--- config.mk ---
export PLATFORM = sky130hd
export DESIGN_NAME = pc_sequencer
export DESIGN_NICKNAME = d
export VERILOG_FILES = /design/src/rtl/pc_sequencer.sv
export SDC_FILE = /design/constraint.sdc
export NUM_CORES = 1
export LEC_CHECK = 0
export ABC_AREA = 0
export BUFFER_PORTS_ARGS = -buffer_cell sky130_fd_sc_hd__buf_2
export CORE_MARGIN = 4
export CORE_UTILIZATION = 45
export CTS_BUF_LIST = sky130_fd_sc_hd__clkbuf_8
export CTS_CLUSTER_DIAMETER = 30
export DETAILED_ROUTE_END_ITERATION = 16
export GPL_TIMING_DRIVEN = 0
export MAX_ROUTING_LAYER = met4
export PLACE_DENSITY = 0.77
export SLEW_MARGIN = 10
export SYNTH_ARGS = -nofsm -noshare
export SYNTH_HDL_FRONTEND = slang
export SYNTH_SLANG_ARGS = --single-unit
--- constraint.sdc ---
create_clock -name clk -period 1.6 [get_ports clk]
set_input_delay 0 -clock clk [delete_from_list [all_inputs] [get_ports clk]]
set_output_delay 0 -clock clk [all_outputs]
set_load 0.01 [all_outputs]
--- src/rtl/pc_sequencer.sv ---
// Program-counter sequencer: selects the next PC among boot vector, sequential,
// jump/branch redirect, stall and halt, and squashes IF/ID during redirect penalty windows.
module pc_sequencer #(
  parameter int                  PC_WIDTH       = 16,
  parameter logic [PC_WIDTH-1:0] RESET_VECTOR   = {PC_WIDTH{1'b0}},
  parameter int                  BRANCH_PENALTY = 2
) (
  input  logic                clk,
  input  logic                rst,
  input  logic [PC_WIDTH-1:0] pc_in,
  input  logic                stall,
  input  logic                branch_taken,
  input  logic [PC_WIDTH-1:0] branch_target,
  input  logic                jump,
  input  logic [PC_WIDTH-1:0] jump_target,
  input  logic                halt,
  output logic [PC_WIDTH-1:0] pc_next,
  output logic                pc_write,
  output logic                flush,
  output logic [1:0]          state,
  output logic [7:0]          redirect_count
);

  typedef enum logic [1:0] {
    BOOT     = 2'b00,
    RUN      = 2'b01,
    REDIRECT = 2'b10,
    HALT     = 2'b11
  } state_t;

  localparam logic [3:0] PEN_LOAD = 4'(BRANCH_PENALTY - 1);

  state_t              state_r;
  state_t              state_nxt_s;
  logic [3:0]          pen_r;
  logic [3:0]          pen_nxt_s;
  logic [7:0]          rcnt_r;
  logic                redirect_s;
  logic [PC_WIDTH-1:0] pc_inc_s;
  logic [PC_WIDTH-1:0] target_s;

  assign pc_inc_s       = pc_in + {{(PC_WIDTH-1){1'b0}}, 1'b1};
  assign target_s       = jump ? jump_target : branch_target;
  assign state          = state_r;
  assign redirect_count = rcnt_r;

  // Next-state and PC selection; outputs are combinational so a redirect costs no extra cycle
  always_comb begin
    state_nxt_s = state_r;
    pen_nxt_s   = pen_r;
    pc_next     = pc_in;
    pc_write    = 1'b0;
    flush       = 1'b0;
    redirect_s  = 1'b0;
    case (state_r)
      BOOT: begin
        pc_next     = RESET_VECTOR;
        pc_write    = 1'b1;
        flush       = 1'b1;
        state_nxt_s = RUN;
      end
      RUN: begin
        if (halt) begin
          state_nxt_s = HALT;
        end else if (jump || branch_taken) begin
          pc_next    = target_s;
          pc_write   = 1'b1;
          flush      = 1'b1;
          redirect_s = 1'b1;
          if (BRANCH_PENALTY > 1) begin
            state_nxt_s = REDIRECT;
            pen_nxt_s   = PEN_LOAD;
          end else begin
            state_nxt_s = RUN;
            pen_nxt_s   = 4'd0;
          end
        end else if (stall) begin
          pc_write = 1'b0;
        end else begin
          pc_next  = pc_inc_s;
          pc_write = 1'b1;
        end
      end
      REDIRECT: begin
        // Requests here come from squashed instructions and are ignored
        pc_next   = pc_inc_s;
        pc_write  = 1'b1;
        flush     = 1'b1;
        pen_nxt_s = pen_r - 4'd1;
        if (pen_r <= 4'd1) begin
          state_nxt_s = RUN;
        end else begin
          state_nxt_s = REDIRECT;
        end
      end
      HALT: begin
        state_nxt_s = HALT;
      end
      default: begin
        state_nxt_s = BOOT;
        pen_nxt_s   = 4'd0;
      end
    endcase
    if (rst) begin
      pc_next  = RESET_VECTOR;
      pc_write = 1'b1;
      flush    = 1'b1;
    end else begin
      pc_write = pc_write;
    end
  end

  // State, penalty counter and saturating redirect counter
  always_ff @(posedge clk) begin
    if (rst) begin
      state_r <= BOOT;
      pen_r   <= 4'd0;
      rcnt_r  <= 8'd0;
    end else begin
      state_r <= state_nxt_s;
      pen_r   <= pen_nxt_s;
      if (redirect_s && (rcnt_r != 8'hFF)) begin
        rcnt_r <= rcnt_r + 8'd1;
      end
    end
  end

endmodule

==> Yosys cells after proc, flatten, opt, wreduce, memory -nomap -nowiden <==
Cells that the tools add are included.
{ "classes": {"n_addsub": 3, "multipliers": 0, "div_mod_pow": 0, "order_cmp": 1, "eq_ne": 7, "shifts": 0, "mux": 23, "bitwise": 0, "reduce_logical": 6} }
{ "op_table": {"columns": ["operator", "n"], "rows": [
  ["16-bit two-way mux", 5],
  ["16-bit one-hot mux with 3 select lines", 1],
  ["16-bit by 1-bit adder with 16-bit output (second input constant)", 1],
  ["8-bit by 1-bit adder with 8-bit output (second input constant)", 1],
  ["1-bit two-way mux", 8],
  ["4-bit two-way mux", 2],
  ["8-bit != test (second input constant)", 1],
  ["2-bit one-hot mux with 4 select lines", 1],
  ["4-bit one-hot mux with 2 select lines", 1],
  ["2-bit two-way mux", 3],
  ["2-bit equality test (second input constant)", 2],
  ["4-bit by 1-bit <= comparator with 1-bit output (second input constant)", 1],
  ["2-bit != test (second input constant)", 2],
  ["1-bit one-hot mux with 2 select lines", 2],
  ["4-bit by 1-bit subtractor with 4-bit output (second input constant)", 1],
  ["3-bit != test (second input constant)", 1],
  ["3-bit AND reduction", 1],
  ["2-bit by 1-bit equality test with 1-bit output (second input constant)", 1],
  ["2-bit logical NOT", 1],
  ["2-bit nonzero test", 1],
  ["2-bit OR reduction", 1],
  ["1-bit logical AND", 1],
  ["1-bit logical OR", 1]
]} }
{ "word_totals": {"register_bits": 14, "latch_bits": 0, "ram_bits": 0, "romBits": 0, "in_bits": 54, "out_inout_bits": 28, "word_cells": 43, "memories": 0} }

==> Logic depth before layout (Yosys ltp) <==
Gate-level depths: netlist (run 1).
{ "depth": {"depth_word": 6, "ltp_mapped": 7, "ltp_nobuf": 6} }

==> Worst setup path before layout (run 1) <==
Ideal clock, no wire load.
{ "synth_timing": {"kind": "register -> output", "start": "reg state_r[1], in the netlist state[1]", "end": "out pc_next[3]", "arrival_ns": 1.611, "required_time_ns": 1.600, "path_slack_ns": -0.011, "stages_incl_launch_ff": 6, "path_buffers": 1, "cell_sequence": "dfxtp_1 > clkbuf_1 > nor2_1 > nand3_1 > a21oi_1 > a2111oi_0"} }
{ "synth_via": {"elab_chain_cells": 3, "elab_cells_between_ends": 5, "classes_between": "eq/ne (2); mux (2); reduce/logical (1)"} }
{ "synth_lines": {"columns": ["element", "line_no", "rtl"], "rows": [
  ["start, declared", "33", "state_t state_r;"],
  ["start signal, assigned", "120", "state_r <= state_nxt_s;"],
  ["2-bit equality test, or another cell as far along", "55", "case (state_r)"],
  ["16-bit one-hot mux with 3 select lines *", "55", null],
  ["16-bit two-way mux *", "104", "if (rst) begin"],
  ["end, declared", "17", "output logic [PC_WIDTH-1:0] pc_next,"]
]} }
Mark *: on every way between the ends. The rest lies on a longest branch, timed or not.

==> Worst setup path after layout (run 1) <==
{ "layout_timing": {"start": "reg state_r[0], in the netlist state[0]", "end": "out pc_next[10]"} }
Same word-level chain as after synthesis.

==> impl_metrics.toml, run 1 <==
[outcome]
outcome = "finished, violations left"
violations = "negative setup slack"

[global_route]
antenna_found_initial = 0
grt_overflow = 0
grt_use_total_pct = 24.7
grt_max_degree = 11
grt_pass1_wl_microns = 10400
grt_pass1_vias = 2228

[synthesis]
synth-seq-area-share_pct = 14.9
syn_inst = 281
synth_cell_types = 53
syn_avg_cell_area_sq_um = 6.71
syn_nets = 339
synth_area_sq_um = 1880
ys_seq_elements = 14
synth_edf_count = 0
synthArstFlopShare_pct = 0
yosysWarnings = 0
synth_flop_cell = "dfxtp_1"

[power_and_ir_drop]
leakage_uw = 0.00106
p_clk_share_pct = 20.6
p_int_uw = 832
p_per_area_nw_per_um2 = 530
comb_power_share_pct = 50.2
seq_power_share_pct = 29.2
max-vdd-ir-drop_v = 0.000614
swShare_pct = 39.3
p_sw_uw = 540

[clock_network]
clock_path_buffers = 2
cts_root_buf = "clkbuf_8"
cts_max_level = 1
insertion_delay_ns = 0.25
clk_pin_slew_ns = 0.06
cts_hold_buf = 0
cts_tree = "yes"
clock_sinks = 14
numCtsBuffers = 3

[worst_setup_path]
arrival_ns = 1.74
path_cells = "nand2b_4 -> or4_4 -> a32o_1 -> nand2_1 -> o311ai_1 -> buf_2"
crit_type = "flip-flop to primary output"
cp_data_required_time_ns = 1.60
critPathSlowestCell = "or4_4"
end_kind = "primary output"
crit_fanout = 4
r2r_setup_slack_ns = 0.04
slowest_delay_ns = 0.46
cp-start-kind = "flip-flop"

[final_layout]
multi_input_area_sq_um = 1600
diodes = 0
area_growth_pct = 37.3
fill_cells = 363
nNetsFinal = 423
fin_cells = 413
fin_area_sq_um = 2590
drive_gt1_share_pct = 37.2
finalCoreUtilization_pct = 64.2
seq_area_sq_um = 287

[floorplanning]
initial_core_util_pct = 46.8
num_io_pins = 82
fp.dieW_microns = 72.7
dieArea_sq_um = 5290
coreArea_sq_um = 4030
dieHeight_microns = 72.7
num_rows = 23

[detailed_routing]
drc_errors = 0
ant_nets = 0
avgRoutedWirePerCell_microns = 16.1
dr.first_iter.drc_count = 238
vias_per_cell = 6.10
firstDrtPassIters = 5
drt_wl_total_microns = 6660
via_count = 2519

[sta]
slew-limit-headroom_pct = 66.6
hold_viol_final = 0
tightest_slew_ns = 0.501
fmaxAchievable_mhz = 574
fin_crit_ns = 1.74
finalClockSkew_ns = 0.00645
fin_crit_sh_pct = 109
grt_setup_unrepaired = "true"
finalSetupTns_ns = -0.272
setup_ws_ns = -0.142
slew_violations = 0
setup_viol = 3

[place]
gp_congestion = 0.941
dpl.cell_count = 404
portBuffers = 73
placed_cell_area_sq_um = 2310
hpwl_microns = 4820

[min_path]
holdCritPathClass = "input port to flip-flop"

[flow_run]
cap_violations = 0
==> cells in the final DEF (no fill, tap or decap), types with 7 or more instances in the layout <==
master	instances
dfxtp_1	11
nand2_1	28
inv_1	11
o21ai_1	7
o22ai_1	13
a21oi_1	18
nor3_1	9
buf_4	8
xnor2_1	15
nor2_1	22
nand4_1	7
buf_2	81
o21ai_0	16
xor2_1	11
o211ai_1	8
clkbuf_1	7
==> metrics by stage <==
stage          hold WS (ns)  worst slack [ns]  power, uW
6_report              0.301            -0.142       1370
2_1_floorplan        0.0879           0.00787        774
3_3_place_gp          0.420            -0.236        979
5_1_grt               0.326            -0.197       1460
4_1_cts               0.284            -0.110       1320
3_5_place_dp          0.413            -0.224        985
==> worst max-delay path, delay by kind of cell (launching register included) <==
kind / cells / cell delay [ns]
and+or+nand+nor: 3 / 0.66
DFF: 1 / 0.34
buffers and inverters: 1 / 0.16
AOI/OAI and AO/OA: 2 / 0.34
==> power by group through the flow <==
| stage | logic, uW | registers (uW) | clock network [uW] |
|---|---|---|---|
| finish | 689 | 401 | 282 |
| global route | 747 | 406 | 309 |
| CTS | 627 | 399 | 289 |
| detailed placement | 585 | 400 | 0 |
| global placement | 579 | 399 | 0 |
| floorplan | 374 | 400 | 0 |
==> timing repair <==
| item | in CTS | in global routing |
|---|---|---|
| resized for setup | 20 | 30 |
| setup endpoints to repair | 21 | 22 |
| setup buffers | 3 | 4 |
| pin swaps | 6 | 6 |
| hold endpoints to repair | 0 | 0 |
==> cell families after synthesis <==
family | synth area share, %
compound gates | 28.7
xor+xnor | 12.1
fa+ha+maj | 2.66
buf+inv | 8.10
flops | 14.9
mux | 1.06
simple gates | 32.5
==> path summary, 6_finish.rpt <==
path,start,to,cells after the start
setup / recovery,state[0]$_SDFFE_PP0P_,pc_next[10],6
setup reg to reg,state[1]$_SDFFE_PP0P_,redirect_count[5]$_SDFFE_PP0P_,6
hold / removal,rst,redirect_count[7]$_SDFFE_PP0P_,3
hold reg to reg,redirect_count[1]$_SDFFE_PP0P_,redirect_count[1]$_SDFFE_PP0P_,2
==> cell usage after synthesis (2+ instances only) <==
cell	n	area [sq um]
a21oi_1	20	100
or2_2	3	18.8
a2111oi_0	2	17.5
o211ai_1	8	60.1
nor3_1	12	60.1
o21ai_1	4	20.0
o221ai_1	2	17.5
nor2_2	2	12.5
or3_1	2	12.5
o21ai_0	19	95.1
o31ai_1	3	22.5
o311ai_1	2	17.5
mux2i_1	2	20.0
clkbuf_1	12	45.0
dfxtp_1	14	280
inv_1	12	45.0
xor2_1	11	96.3
nand4_1	7	43.8
ha_1	4	50.1
buf_2	8	40.0
and3_1	2	12.5
nor2_1	25	93.8
nor4_2	5	62.6
nor4_1	5	31.3
a22oi_1	2	15.0
nand2b_1	6	37.5
nand2_1	28	105
xnor2_1	15	131
o22ai_1	13	81.3
nand3_1	8	40.0
==> sequential cells by signal, summed over array words and instances (netlist names) <==
signal and flops:
pen_r 4, state 2, redirect_count 8
==> final cells by class <==
| cell class | instances | share of cell area (%) |
|---|---|---|
| plain buffers | 22 | 4.98 |
| well taps | 50 | 2.42 |
| multi-input cells | 232 | 62.0 |
| flip-flops and latches | 14 | 11.1 |
| inverters | 12 | 1.89 |
| repair buffers | 80 | 16.1 |
| clock buffers | 3 | 1.60 |
==> layer usage <==
| metal | track usage, % | routed length [microns] | vias up |
|---|---|---|---|
| met5 | - | 0 | - |
| met4 | 5.33 | 152 | 0 |
| met3 | 4.41 | 550 | 20 |
| met2 | 38.8 | 3030 | 130 |
| met1 | 33.1 | 2930 | 1171 |
| li1 | - | - | 1198 |
No activity file was read; power rests on OpenSTA's default activity.
==> inputs of run 2 (changes only) <==
- TNS_END_PERCENT: default -> 50
==> impl_metrics.toml, run 2 (synthesis results as in run 1) <==
[clock_network]
numCtsBuffers = 3
cts_max_level = 1
clk_pin_slew_ns = 0.06
clock_path_buffers = 2
clock_sinks = 14
cts_root_buf = "clkbuf_8"
cts_tree = "yes"
insertion_delay_ns = 0.25
cts_hold_buf = 0

[power_and_ir_drop]
p_sw_uw = 539
p_clk_share_pct = 20.8
swShare_pct = 39.5
max-vdd-ir-drop_v = 0.000615
p_per_area_nw_per_um2 = 534
p_int_uw = 827
seq_power_share_pct = 29.2
leakage_uw = 0.00104
comb_power_share_pct = 49.9

[worst_setup_path]
end_kind = "primary output"
crit_type = "flip-flop to primary output"
cp_data_required_time_ns = 1.60
cp-start-kind = "flip-flop"
crit_fanout = 4
arrival_ns = 1.73

[final_layout]
nNetsFinal = 423
fill_cells = 374
seq_area_sq_um = 288
mostFrequentLayoutCells = "buf_2 (81), nand2_1 (28), nor2_1 (22)"
final_common_cell = "buf_2"
diodes = 0
largest_register_ff_count = 8
finalCoreUtilization_pct = 63.5
fin_cells = 413
drive_gt1_share_pct = 36.6
area_growth_pct = 35.9
multi_input_area_sq_um = 1580

[outcome]
violations = "negative setup slack"
outcome = "finished, violations left"

[sta]
finalClockSkew_ns = 0.00800
fin_crit_sh_pct = 108
setup_ws_ns = -0.129
tightest_slew_ns = 0.533
slew-limit-headroom_pct = 64.4
slew_violations = 0
fin_crit_ns = 1.73
setup_viol = 7
grt_setup_unrepaired = "true"
hold_viol_final = 0
fmaxAchievable_mhz = 578

[detailed_routing]
drt_wl_total_microns = 6620
vias_per_cell = 6.03
dr.first_iter.drc_count = 184
ant_nets = 0
via_count = 2491
avgRoutedWirePerCell_microns = 16.0
firstDrtPassIters = 5
drc_errors = 0

[global_route]
grt_overflow = 0
grt_pass1_wl_microns = 10400
antenna_found_initial = 0
grt_max_degree = 11
grt_use_total_pct = 24.7
grt_pass1_vias = 2228

[floorplanning]
dieHeight_microns = 72.7
num_rows = 23
coreArea_sq_um = 4030
fp.dieW_microns = 72.7
num_io_pins = 82
dieArea_sq_um = 5290
initial_core_util_pct = 46.8

[place]
portBuffers = 73
dpl.cell_count = 404
gp_congestion = 0.941
hpwl_microns = 4820

[flow_run]
cap_violations = 0

[min_path]
holdCritPathClass = "input port to flip-flop"
[run 2: stage by stage]
stage               area, sq um  setup TNS, ns  total power, uW  setup slack [ns]  hold slack [ns]
floorplan                  1890              0              774           0.00787           0.0879
global placement           2310          -1.30              979            -0.236            0.420
detailed placement         2310          -1.25              985            -0.224            0.413
CTS                        2440         -0.310             1310            -0.110            0.284
global route               2560          -1.46             1460            -0.187            0.327
finish                     2560         -0.332             1370            -0.129            0.297
[run 2: layout make-up]
| type | instances | share of cell area, % |
|---|---|---|
| inverter | 12 | 1.91 |
| tap | 50 | 2.44 |
| clock buffer | 3 | 1.61 |
| sequential | 14 | 11.2 |
| multi-input combinational | 232 | 61.8 |
| timing repair buffer | 80 | 16.2 |
| buffer | 22 | 4.74 |
[run 2: worst max-delay path: stages, from the launching register on]
cell and delay, ns:
dfxtp_2 0.33, nand2b_4 0.13, or4_4 0.46, a32o_1 0.25, nand2_1 0.06, o311ai_1 0.09, buf_2 0.16
[run 2: path summary, 6_finish.rpt]
check	start	endpoint	slack [ns]	cells past startpoint
min reg2reg	redirect_count[1]$_SDFFE_PP0P_	redirect_count[1]$_SDFFE_PP0P_	0.50	2
min	rst	state[0]$_SDFFE_PP0P_	0.30	3
max	state[0]$_SDFFE_PP0P_	pc_next[10]	-0.13	6
max reg2reg	state[1]$_SDFFE_PP0P_	redirect_count[5]$_SDFFE_PP0P_	0.04	6
[run 2: metal layers]
metal / GRT usage, % / part of all wire [%]
met1: 32.9 / 42
met3: 4.41 / 9.5
met4: 5.33 / 1.3
met2: 39.0 / 47
met5: - / 0
[run 2: what timing repair did]
action                                  CTS  global route
resized for setup                        17            24
endpoints found under the setup margin   21            22
pin swaps                                 6             6
endpoints found under the hold margin     0             0
buffers inserted                          3             4
[run 2: power groups by stage]
stage               clock network [uW]  registers [uW]  logic [uW]
finish                             285             400         682
detailed placement                   0             400         585
CTS                                289             399         622
floorplan                            0             400         374
global placement                     0             399         579
global route                       309             404         743
==> inputs of run 3 (changes only) <==
==> constraint.sdc (replaced) <==
create_clock -name clk -period 1.6 [get_ports clk]
set_input_delay 0.16 -clock clk [delete_from_list [all_inputs] [get_ports clk]]
set_output_delay 0.16 -clock clk [all_outputs]
set_load 0.01 [all_outputs]
==> impl_metrics.toml, run 3 (synthesis results as in run 1) <==
[final_layout]
final_common_cell = "buf_2"
drive_gt1_share_pct = 39.6
fill_cells = 372
area_growth_pct = 41.4
nNetsFinal = 424
diodes = 0
seq_area_sq_um = 287
multi_input_area_sq_um = 1650
mostFrequentLayoutCells = "buf_2 (76), nand2_1 (28), nor2_1 (22)"
finalCoreUtilization_pct = 66.1
largest_register_ff_count = 8

[worst_setup_path]
path_cells = "nand2b_4 -> or4_4 -> a32o_1 -> nand2_1 -> o311ai_1 -> buf_2"
end_kind = "primary output"
crit_type = "flip-flop to primary output"
cp_data_required_time_ns = 1.44
critPathSlowestCell = "or4_4"
cp-start-kind = "flip-flop"
arrival_ns = 1.74
slowest_delay_ns = 0.46
crit_fanout = 4

[sta]
finalClockSkew_ns = 0.00254
tightest_slew_ns = 0.554
slew-limit-headroom_pct = 63.0
slew_violations = 0
grt_setup_unrepaired = "true"
setup_viol = 18
fin_crit_sh_pct = 119
hold_viol_final = 0
fin_crit_ns = 1.90
setup_ws_ns = -0.296
fmaxAchievable_mhz = 527

[power_and_ir_drop]
leakage_uw = 0.00109
swShare_pct = 40.0
p_per_area_nw_per_um2 = 525
p_sw_uw = 559
comb_power_share_pct = 50.3
max-vdd-ir-drop_v = 0.000579
p_clk_share_pct = 20.9
seq_power_share_pct = 28.7
p_int_uw = 840

[floorplanning]
dieArea_sq_um = 5290
initial_core_util_pct = 46.8
num_rows = 23
num_io_pins = 82
dieHeight_microns = 72.7
coreArea_sq_um = 4030
fp.dieW_microns = 72.7

[clock_network]
cts_tree = "yes"
insertion_delay_ns = 0.25
numCtsBuffers = 3
cts_root_buf = "clkbuf_8"
clk_pin_slew_ns = 0.05
cts_hold_buf = 0
clock_sinks = 14
cts_max_level = 1
clock_path_buffers = 2

[global_route]
antenna_found_initial = 0
grt_overflow = 0
grt_max_degree = 11
grt_pass1_vias = 2126
grt_pass1_wl_microns = 10100
grt_use_total_pct = 24.2

[place]
gp_congestion = 0.884
pre_cts_ws_ns = -0.385
portBuffers = 73
hpwl_microns = 4940

[detailed_routing]
vias_per_cell = 6.10
firstDrtPassIters = 5
via_count = 2525
drc_errors = 0
ant_nets = 0
avgRoutedWirePerCell_microns = 16.7
drt_wl_total_microns = 6920
dr.first_iter.drc_count = 193

[flow_run]
cap_violations = 0

[outcome]
violations = "negative setup slack"
outcome = "finished, violations left"

[min_path]
holdCritPathClass = "input port to flip-flop"
[run 3: repair_timing]
| item | 4_1_cts | 5_1_grt |
|---|---|---|
| setup buffers | 3 | 5 |
| resized for setup | 34 | 32 |
| gates cloned | 0 | 0 |
| pin swaps | 5 | 9 |
| endpoints found under the setup margin | 23 | 23 |
[run 3: area by class of cell]
type / count / share of cell area, %
plain buffers: 22 / 5.21
inverters: 12 / 1.83
well taps: 50 / 2.35
multi-input cells: 232 / 61.9
repair buffers: 81 / 16.4
flip-flops and latches: 14 / 10.8
clock buffers: 3 / 1.55
[run 3: power groups by stage]
stage                     Sequential [uW]  Combinational, uW  Clock [uW]
after CTS                             402                642         293
after floorplan                       400                381           0
after detailed placement              401                594           0
after global routing                  405                770         306
after global placement                399                586           0
final                                 402                704         292
[run 3: per-layer routing]
layer / track usage [%] / vias up / part of all wire (%)
met5: - / - / 0
met4: 3.07 / 0 / 0.91
met3: 4.68 / 11 / 10
met2: 39.2 / 161 / 48
met1: 32.2 / 1149 / 41
li1: - / 1204 / -
[run 3: critical path, delay by kind of cell (launching register included)]
family,cells,cell delay (ns)
AO/OA/AOI/OAI,2,0.33
buffers and inverters,1,0.16
flip-flops,1,0.33
AND/OR/NAND/NOR,3,0.67
[run 3: worst paths after layout]
path | to | startpoint | cells after the start | slack, ns
setup / recovery | pc_next[10] | state[0]$_SDFFE_PP0P_ | 6 | -0.30
hold / removal | redirect_count[0]$_SDFFE_PP0P_ | rst | 3 | 0.49
setup reg to reg | redirect_count[7]$_SDFFE_PP0P_ | state[1]$_SDFFE_PP0P_ | 6 | -0.07
hold reg to reg | redirect_count[1]$_SDFFE_PP0P_ | redirect_count[1]$_SDFFE_PP0P_ | 2 | 0.52
[run 3: through the flow]
step	area, sq um	hold slack, ns	power, uW	TNS [ns]	std cells
floorplan	1900	0.380	781	-0.0426	281
global placement	2320	0.483	986	-3.39	404
detailed placement	2320	0.497	995	-3.50	404
CTS	2520	0.465	1340	-2.15	409
global route	2670	0.512	1480	-4.14	414
finish	2670	0.486	1400	-2.43	414
